$ cat src/rtl/dac_pulse_seq_if.sv
// Control/status bundle between the system FSM side and the DAC pulse sequencer.
// The master drives the training context and the start request, and the sequencer
// (slave) returns the state and pulse codes that feed the switch decoders.
interface dac_pulse_seq_if;
    logic [2:0] system_state;
    logic       key_state;
    logic       start;
    logic [3:0] dac_top_state;
    logic [1:0] pulse18_state;
    logic [1:0] pulse28_state;
    logic       busy;
    logic       done;

    modport master (
        output system_state, key_state, start,
        input  dac_top_state, pulse18_state, pulse28_state, busy, done
    );

    modport slave (
        input  system_state, key_state, start,
        output dac_top_state, pulse18_state, pulse28_state, busy, done
    );
endinterface

$ cat src/rtl/dac_pulse_seq.sv
// DAC programming-pulse sequencer: stage 1 (18-pulse), stage 2 (28-pulse), read window.
// Every state and pulse phase dwells on one shared 16-bit down-counter that is loaded
// with (duration-1) on entry. The sequence advances on the cycle the counter reads 0.
// Optional build macro PULSE_REPEAT_EN: repeats stage 1+2 N_REPEAT times before the read.
module dac_pulse_seq #(
    parameter int unsigned T_RISE   = 4,
    parameter int unsigned T_HOLD   = 16,
    parameter int unsigned T_FALL   = 4,
    parameter int unsigned T_V2     = 32,
    parameter int unsigned T_GAP    = 8,
    parameter int unsigned T_READ   = 64,
    parameter int unsigned N_REPEAT = 2
) (
    input  logic                  clk,
    input  logic                  rst_n,
    dac_pulse_seq_if.slave        bus
);

    // State codes are shared with the switch decoders and must not be renumbered.
    typedef enum logic [3:0] {
        IDLE     = 4'd0,
        V1_2     = 4'd1,
        CNT_1_2  = 4'd2,
        V2_2     = 4'd3,
        CNT_2_2  = 4'd4,
        V_READ   = 4'd5,
        COMPLETE = 4'd6,
        V1_1     = 4'd7,
        V2_1     = 4'd8,
        CNT_1_1  = 4'd9,
        CNT_2_1  = 4'd10
    } state_e;

    localparam logic [15:0] RISE_LOAD = 16'(T_RISE - 1);
    localparam logic [15:0] HOLD_LOAD = 16'(T_HOLD - 1);
    localparam logic [15:0] FALL_LOAD = 16'(T_FALL - 1);
    localparam logic [15:0] V2_LOAD   = 16'(T_V2 - 1);
    localparam logic [15:0] GAP_LOAD  = 16'(T_GAP - 1);
    localparam logic [15:0] READ_LOAD = 16'(T_READ - 1);

    // Reject out-of-range dwell settings at elaboration time.
    if (T_RISE < 1 || T_RISE > 65535 || T_HOLD < 1 || T_HOLD > 65535 ||
        T_FALL < 1 || T_FALL > 65535 || T_V2 < 1 || T_V2 > 65535 ||
        T_GAP < 1 || T_GAP > 65535 || T_READ < 1 || T_READ > 65535 ||
        N_REPEAT < 1 || N_REPEAT > 255) begin : g_bad_params
        $error("dac_pulse_seq: parameter out of legal range");
    end

    state_e      state_q, state_d;
    logic [15:0] cnt_q, cnt_d;
    logic [1:0]  p18_q, p18_d;
    logic [1:0]  p28_q, p28_d;
    logic        busy_q, busy_d;
    logic        done_q, done_d;
    logic [1:0]  phase_d;
    logic        arm;
`ifdef PULSE_REPEAT_EN
    logic [7:0]  iter_q, iter_d;
`endif

    assign arm = bus.key_state && (bus.system_state == 3'd2);

    // Next-state, dwell counter and pulse-phase decode; abort has top priority.
    always_comb begin
        state_d = state_q;
        cnt_d   = cnt_q;
        p18_d   = p18_q;
        p28_d   = p28_q;
        phase_d = 2'd0;
`ifdef PULSE_REPEAT_EN
        iter_d  = iter_q;
`endif
        if (!arm) begin
            state_d = IDLE;
            cnt_d   = 16'd0;
            p18_d   = 2'd0;
            p28_d   = 2'd0;
`ifdef PULSE_REPEAT_EN
            iter_d  = 8'd0;
`endif
        end else if (state_q != IDLE && cnt_q != 16'd0) begin
            cnt_d = cnt_q - 16'd1;
        end else begin
            case (state_q)
                IDLE: begin
                    cnt_d = 16'd0;
`ifdef PULSE_REPEAT_EN
                    iter_d = 8'd0;
`endif
                    if (bus.start) begin
                        state_d = V1_1;
                        p18_d   = 2'd1;
                        cnt_d   = RISE_LOAD;
                    end
                end
                V1_1, V1_2: begin
                    case ((state_q == V1_1) ? p18_q : p28_q)
                        2'd1: begin
                            phase_d = 2'd2;
                            cnt_d   = HOLD_LOAD;
                        end
                        2'd2: begin
                            phase_d = 2'd3;
                            cnt_d   = FALL_LOAD;
                        end
                        default: begin
                            phase_d = 2'd0;
                            cnt_d   = GAP_LOAD;
                            state_d = (state_q == V1_1) ? CNT_1_1 : CNT_1_2;
                        end
                    endcase
                    if (state_q == V1_1) p18_d = phase_d;
                    else                 p28_d = phase_d;
                end
                CNT_1_1: begin
                    state_d = V2_1;
                    cnt_d   = V2_LOAD;
                end
                V2_1: begin
                    state_d = CNT_2_1;
                    cnt_d   = GAP_LOAD;
                end
                CNT_2_1: begin
                    state_d = V1_2;
                    p28_d   = 2'd1;
                    cnt_d   = RISE_LOAD;
                end
                CNT_1_2: begin
                    state_d = V2_2;
                    cnt_d   = V2_LOAD;
                end
                V2_2: begin
                    state_d = CNT_2_2;
                    cnt_d   = GAP_LOAD;
                end
                CNT_2_2: begin
`ifdef PULSE_REPEAT_EN
                    iter_d = iter_q + 8'd1;
                    if (({1'b0, iter_q} + 9'd1) < 9'(N_REPEAT)) begin
                        state_d = V1_1;
                        p18_d   = 2'd1;
                        cnt_d   = RISE_LOAD;
                    end else begin
                        state_d = V_READ;
                        cnt_d   = READ_LOAD;
                    end
`else
                    state_d = V_READ;
                    cnt_d   = READ_LOAD;
`endif
                end
                V_READ: begin
                    state_d = COMPLETE;
                    cnt_d   = 16'd0;
                end
                COMPLETE: begin
                    state_d = IDLE;
                    cnt_d   = 16'd0;
                end
                default: begin
                    state_d = IDLE;
                    cnt_d   = 16'd0;
                    p18_d   = 2'd0;
                    p28_d   = 2'd0;
                end
            endcase
        end
        busy_d = (state_d != IDLE);
        done_d = (state_d == COMPLETE);
    end

    // State, counter and registered outputs; reset clears everything immediately.
    always_ff @(posedge clk or negedge rst_n) begin
        if (!rst_n) begin
            state_q <= IDLE;
            cnt_q   <= 16'd0;
            p18_q   <= 2'd0;
            p28_q   <= 2'd0;
            busy_q  <= 1'b0;
            done_q  <= 1'b0;
        end else begin
            state_q <= state_d;
            cnt_q   <= cnt_d;
            p18_q   <= p18_d;
            p28_q   <= p28_d;
            busy_q  <= busy_d;
            done_q  <= done_d;
        end
    end

`ifdef PULSE_REPEAT_EN
    // Iteration count of completed stage 1+2 passes.
    always_ff @(posedge clk or negedge rst_n) begin
        if (!rst_n) iter_q <= 8'd0;
        else        iter_q <= iter_d;
    end
`endif

    assign bus.dac_top_state = state_q;
    assign bus.pulse18_state = p18_q;
    assign bus.pulse28_state = p28_q;
    assign bus.busy          = busy_q;
    assign bus.done          = done_q;

endmodule

$ cat src/flat_wrapper.sv
// flat-port wrapper written by rule: the top's interface ports become plain ports
module dac_pulse_seq_flat 
#(
    parameter int unsigned T_RISE   = 4,
    parameter int unsigned T_HOLD   = 16,
    parameter int unsigned T_FALL   = 4,
    parameter int unsigned T_V2     = 32,
    parameter int unsigned T_GAP    = 8,
    parameter int unsigned T_READ   = 64,
    parameter int unsigned N_REPEAT = 2
)
  (clk, rst_n, bus_system_state, bus_key_state, bus_start, bus_dac_top_state, bus_pulse18_state, bus_pulse28_state, bus_busy, bus_done);
  dac_pulse_seq_if bus_i ();
  input  logic clk;
  input  logic rst_n;
  input wire logic [$bits(bus_i.system_state)-1:0] bus_system_state;
  input wire logic [$bits(bus_i.key_state)-1:0] bus_key_state;
  input wire logic [$bits(bus_i.start)-1:0] bus_start;
  output wire logic [$bits(bus_i.dac_top_state)-1:0] bus_dac_top_state;
  output wire logic [$bits(bus_i.pulse18_state)-1:0] bus_pulse18_state;
  output wire logic [$bits(bus_i.pulse28_state)-1:0] bus_pulse28_state;
  output wire logic [$bits(bus_i.busy)-1:0] bus_busy;
  output wire logic [$bits(bus_i.done)-1:0] bus_done;
  assign bus_i.system_state = bus_system_state;
  assign bus_i.key_state = bus_key_state;
  assign bus_i.start = bus_start;
  assign bus_dac_top_state = bus_i.dac_top_state;
  assign bus_pulse18_state = bus_i.pulse18_state;
  assign bus_pulse28_state = bus_i.pulse28_state;
  assign bus_busy = bus_i.busy;
  assign bus_done = bus_i.done;
  dac_pulse_seq #(.T_RISE(T_RISE), .T_HOLD(T_HOLD), .T_FALL(T_FALL), .T_V2(T_V2), .T_GAP(T_GAP), .T_READ(T_READ), .N_REPEAT(N_REPEAT)) u_core (.clk(clk), .rst_n(rst_n), .bus(bus_i));
endmodule
$ cat config.mk
export PLATFORM = sky130hd
export DESIGN_NAME = dac_pulse_seq_flat
export DESIGN_NICKNAME = d
export VERILOG_FILES = /design/src/rtl/dac_pulse_seq_if.sv /design/src/rtl/dac_pulse_seq.sv /design/src/flat_wrapper.sv
export SDC_FILE = /design/constraint.sdc
export NUM_CORES = 1
export LEC_CHECK = 0
export BUFFER_PORTS_ARGS = -buffer_cell sky130_fd_sc_hd__buf_2
export CAP_MARGIN = 10
export CORE_MARGIN = 1.5
export CORE_UTILIZATION = 30
export DETAILED_ROUTE_END_ITERATION = 7
export GPL_TIMING_DRIVEN = 0
export PLACE_DENSITY = 0.52
export SETUP_SLACK_MARGIN = 0.4
export SYNTH_ARGS = -nofsm -noshare
export SYNTH_HDL_FRONTEND = slang
export SYNTH_SLANG_ARGS = --single-unit
export TNS_END_PERCENT = 10
$ cat constraint.sdc
create_clock -name clk -period 3.3 [get_ports clk]
set_input_delay 0.66 -clock clk [delete_from_list [all_inputs] [get_ports clk]]
set_output_delay 0.66 -clock clk [all_outputs]
set_load 0.01 [all_outputs]
Word level (Yosys, flattened, before mapping)
Cells that the tools add are included.

word-level totals
  register bits = 26
  input port bits = 7
  output and inout bits = 10
  logic and storage cells = 63

cells by class
  $add $sub $neg = 1
  eq/ne operators = 20
  mux-type cells = 22
  reductions and logical operators = 14

operators with widths
  kind                                                  number
  one-hot mux 16 bit (6 select lines)                   1
  one-hot mux 4 bit (9 select lines)                    1
  2-to-1 mux 16 bit                                     2
  equality test 4 x 3 -> 1 bit (second input constant)  5
  2-to-1 mux 4 bit                                      5
  2-to-1 mux 2 bit                                      9
  nonzero test 16 bit                                   1
  OR reduction 8 bit                                    2
  subtractor 16 x 1 -> 16 bit (second input constant)   1
  equality test 4 bit (second input constant)           3
  one-hot mux 2 bit (3 select lines)                    2
  != test 3 bit (second input constant)                 3
  equality test 4 x 2 -> 1 bit (second input constant)  2
  one-hot mux 4 bit (2 select lines)                    1
  nonzero test 4 bit                                    2
  OR reduction 2 bit                                    4
  != test 2 bit (second input constant)                 3
  equality test 4 x 1 -> 1 bit (second input constant)  1
  logical NOT 4 bit                                     1
  one-hot mux 2 bit (2 select lines)                    1
  AND reduction 4 bit                                   1
  equality test 3 x 2 -> 1 bit (second input constant)  1
  AND reduction 3 bit                                   1
  equality test 2 x 1 -> 1 bit (second input constant)  1
  2 further kinds                                       3

Longest topological paths before layout
  depth after elaboration = 9
  gate-level depth with buffers = 11
  depth with buffers taken out = 10

Least setup slack after synthesis
Ideal clock, no wire load.

  kind = reg-to-reg
  from = register u_core.state_q[2], in the netlist u_core.bus.dac_top_state[2]
  to = register u_core.done_q, in the netlist u_core.bus.done
  library setup time = 131 ps
  arrival time = 2442 ps
  path slack = 727 ps
  cell stages (with the launch flop) = 11
  path buffers = 2
  period minus slack after synthesis = 2573 ps
  path through = dfrtp_1 buf_2 clkbuf_1 nand3_1 mux2_2 ha_1 nor2b_1 o211ai_1 a32oi_1 a311o_1 nor3b_1

on the way
  cells in the longest elaborated chain, start to end = 9
  elaborated cells on any way between the ends = 24

RTL lines
  what                                                                 line                                                            RTL
  from (decl)                                                          dac_pulse_seq.sv:49                                             state_e state_q, state_d;
  from (signal assigned)                                               dac_pulse_seq.sv:182                                            state_q <= state_d;
  equality test 4 x 3 -> 1 bit                                         dac_pulse_seq.sv:84, dac_pulse_seq.sv:97, dac_pulse_seq.sv:109
  2-to-1 mux 2 bit                                                     dac_pulse_seq.sv:97                                             case ((state_q == V1_1) ? p18_q : p28_q)
  equality test 2 x 1 -> 1 bit or equality test 2 bit (tied branches)  dac_pulse_seq.sv:97
  OR reduction 2 bit (no line)                                         n/a
  2-to-1 mux 4 bit                                                     dac_pulse_seq.sv:97
  one-hot mux 4 bit (9 select lines)                                   dac_pulse_seq.sv:84                                             case (state_q)
  2-to-1 mux 4 bit *                                                   dac_pulse_seq.sv:81                                             end else if (state_q != IDLE && cnt_q != 16'd0) begin
  2-to-1 mux 4 bit *                                                   dac_pulse_seq.sv:73                                             if (!arm) begin
  equality test 4 x 3 -> 1 bit *                                       dac_pulse_seq.sv:169                                            done_d = (state_d == COMPLETE);
  net u_core.done_d                                                    dac_pulse_seq.sv:54                                             logic done_q, done_d;
  to (signal assigned)                                                 dac_pulse_seq.sv:187                                            done_q <= done_d;
  to (decl)                                                            dac_pulse_seq.sv:54

The timed path passes the listed nets; every way through them passes the cells marked *.
A chain may end at the register's enable or synchronous reset.

Final worst setup path
Same ends and word-level chain as after synthesis.

==> out/metrics.yaml <==
synth.avg_cell_area_um2: 9.06
seq_power_share: 0.486
postSynthRegisterBits: 26
tightest_slew_ns: 0.652
detailedRoute.firstIterationViolations: 62
first_global_vias: 1433
cpPeakStageDelay_ns: 0.38
core_mm2: 0.00551
synth_enable_flop_cells: 0
cp-startpoint: "u_core.bus.dac_top_state[2]"
vdd_ir_drop_max_mv: 0.161
critical_path_buffers_and_inverters: 2
worst_slew_margin_rel: 0.559
worst-endpoint-arrival_ns: 2.86
io_buffer_count: 16
totalNegativeSetupSlack_ns: 0
max_cap_viol_count: 0
endpoint_kind: "register"
final_estimated_routing_congestion_in_global_placement: 0.867
rsz0062_at_grt: "no"
dp_hpwl_mm: 2.95
synth_ff_type: "sky130_fd_sc_hd__dfrtp_1"
period_needed_ns: 2.70
crit-reg2reg-capture: "u_core.bus.done"
die_area_mm2: 0.00617
synth_compound_gate_area_share: 0.154
maxSlewViolCount: 0
portion_of_the_clock_cycle_consumed_by_the_worst_path_in_the_final_layout: 0.819
clk_root_buffer_cell: "sky130_fd_sc_hd__clkbuf_8"
flow.area_growth_from_synthesis_pct: 14.4
required_ns: 3.46
io-pin-count: 17
setup_violations: 0
r2r_path_start: "u_core.bus.dac_top_state[2]"
worst-setup-path-type: "register to register"
total_length_of_routed_wires_mm: 4.01
yosysWarningCount: 0
synth.mux.area_fraction: 0.0424
synthCells: 189
layout-drive-gt1-share: 0.167
ys_types: 43
synthArstFlopShare: 1.00
worstPathCellList: "buf_2, clkbuf_2, nand3_1, mux2_2, ha_1, nor2b_1, o211ai_1, a32oi_1, a311o_1, nor3b_1"
hold_ws_ns: 0.373
timing_hold_violations_final: 0
finished_core_util: 0.356
wl_per_cell_um: 14.3
antenna_found_initial: 0
h-tree-depth: 1
synth_seq_area_share: 0.380
route.vias.total: 1453
floorplan.die.height_um: 78.5
ctsLongestPathBuffers: 2
fraction_of_power_consumed_by_the_clock_network: 0.414
synthAdderAreaFrac: 0.0351
core.rowCount: 27
critical_path.max_fanout: 10
min-delay-path-class: "input port to asynchronous set/reset pin"
worst_setup_hold_path_clk_slew_ns: 0.10
post-route-drc-count: 0
antenna_violating_nets_post_route: 0
fmax_mhz: 370
grt_first_pass_wirelength_mm: 6.90
tritoncts: "done"
clock_skew_ns: 0.00204
clk_lat_worst_skew_ns: 0.28
clock_sink_count: 26
grt-ovfl-total: 0
grt_max_degree: 27
postSynthNetCount: 200
cp-start-kind: "register"
finish.net_count: 221
synth_top_family_by_area: "simple AND/OR/NAND/NOR gates"
sw_ratio: 0.232
setup.reg_to_reg.worst_slack_ns: 0.60
simple_gate_fraction_of_synth_area: 0.272
starting_density: 0.311
run_status: "finished, final reports clean"
die_width_um: 78.5
synthesis.area_mm2: 0.00171
antenna_cells_inserted: 0
yosys.area_share.xor_xnor: 0.0716
power_internal_mw: 0.510
comb_power_share: 0.100
groute.usage.overall: 0.143
number_of_buffers_created_by_cts: 3
power_leakage_nw: 0.959
slowest_stage: "sky130_fd_sc_hd__dfrtp_1"
critical_path.top_delay_family: "compound AO/OA/AOI/OAI gates"
drt_first_pass_iters: 4
timing.reg2reg.worst_path_depth: 10
power_density_normalized_to_cell_area_mw_per_mm2: 339
via_per_inst: 5.17
switching_pwr_mw: 0.154
## metal layers
layer | vias to the layer above | global-route usage | wire [um]
met5 | - | 0 | 0
met4 | 0 | 0.0375 | 29
met3 | 2 | 0.0279 | 235
met2 | 45 | 0.246 | 1930
met1 | 689 | 0.183 | 1820
li1 | 717 | - | -
## flip-flops by register name, summed over array words and instances, names as in the netlist
name / count
u_core.bus.busy: 1
u_core.bus.dac_top_state: 4
u_core.bus.done: 1
u_core.bus.pulse18_state: 2
u_core.bus.pulse28_state: 2
u_core.cnt_q: 16
## cell families after synthesis
logic type                 after synthesis
adders and majority gates                5
and+or+nand+nor                         79
AOI/OAI and AO/OA                       39
xor gates and xnor gates                14
DFF                                     26
buffers and inverters                   19
muxes                                    7
## placed cells by master (no fill, tap or decap), types with 2 or more instances in the layout
cell type / n
sky130_fd_sc_hd__dfrtp_1: 26
sky130_fd_sc_hd__nor2_1: 23
sky130_fd_sc_hd__buf_2: 21
sky130_fd_sc_hd__nand2_1: 15
sky130_fd_sc_hd__inv_1: 10
sky130_fd_sc_hd__o21ai_0: 9
sky130_fd_sc_hd__a211oi_1: 8
sky130_fd_sc_hd__xnor2_1: 8
sky130_fd_sc_hd__nor3_1: 7
sky130_fd_sc_hd__a21oi_1: 7
sky130_fd_sc_hd__xor2_1: 6
sky130_fd_sc_hd__mux2i_1: 5
sky130_fd_sc_hd__nand3_1: 4
sky130_fd_sc_hd__nor2b_1: 4
sky130_fd_sc_hd__and3_1: 4
sky130_fd_sc_hd__o211ai_1: 4
sky130_fd_sc_hd__ha_1: 4
sky130_fd_sc_hd__clkbuf_1: 3
sky130_fd_sc_hd__o21a_1: 3
sky130_fd_sc_hd__clkbuf_8: 3
sky130_fd_sc_hd__mux2_2: 2
sky130_fd_sc_hd__nor4_4: 2
sky130_fd_sc_hd__nor4b_2: 2
sky130_fd_sc_hd__nand2b_1: 2
sky130_fd_sc_hd__a32oi_1: 2
sky130_fd_sc_hd__a311o_1: 2
sky130_fd_sc_hd__nor4_1: 2
sky130_fd_sc_hd__nor3b_1: 2
## Yosys cell counts (all sizes together) (3+ instances only)
cell | instances | area share
mux2i | 5 | 0.029
nor3 | 7 | 0.020
o211ai | 4 | 0.018
dfrtp | 26 | 0.38
nand3 | 4 | 0.012
ha | 4 | 0.029
nor4b | 3 | 0.023
nor2b | 5 | 0.018
nand2 | 15 | 0.033
inv | 10 | 0.022
buf | 4 | 0.012
o21a | 3 | 0.013
xnor2 | 8 | 0.041
nor2 | 23 | 0.050
nor4 | 4 | 0.032
clkbuf | 5 | 0.011
a211oi | 8 | 0.035
o21ai | 9 | 0.026
xor2 | 6 | 0.031
and3 | 4 | 0.015
a21oi | 7 | 0.020
## how the worst max path moves through the flow
stage,to,cells after the start
after floorplan,u_core.bus.done,10
after global placement,u_core.bus.done,9
after detailed placement,u_core.bus.done,9
after CTS,u_core.bus.done,9
after global routing,u_core.bus.done,10
final,u_core.bus.done,10
## power by group through the flow
| stage | Sequential (mW) | Combinational (mW) | Clock, mW |
|---|---|---|---|
| after floorplan | 0.330 | 0.0434 | 0 |
| after global placement | 0.329 | 0.0675 | 0 |
| after detailed placement | 0.329 | 0.0672 | 0 |
| after CTS | 0.323 | 0.0677 | 0.289 |
| after global routing | 0.323 | 0.0745 | 0.298 |
| final | 0.322 | 0.0665 | 0.275 |
## through the flow
step                cells  instance area, um2  setup WS (ns)  total power, mW
finish                281                1960          0.598            0.664
global route          281                1960          0.410            0.695
CTS                   281                1950          0.425            0.679
detailed placement    277                1880          0.444            0.396
global placement      277                1880          0.419            0.396
floorplan             189                1710          0.727            0.373
## final cells by class
class | count | area [um2]
Multi-Input combinational cell | 144 | 987
Fill cell | 570 | 3550
Sequential cell | 26 | 651
Timing Repair Buffer | 16 | 80.1
Clock buffer | 3 | 41.3
Buffer | 9 | 41.3
Inverter | 10 | 37.5
Tap cell | 72 | 90.1
Clock inverter | 1 | 30.0
## timing repair
| item | in CTS | in global routing |
|---|---|---|
| gates resized for setup | 0 | 6 |
| hold buffers | 0 | 0 |
| endpoints found under the setup margin | 0 | 4 |
| setup buffers | 0 | 0 |
Power figures use the tool's default switching activity.
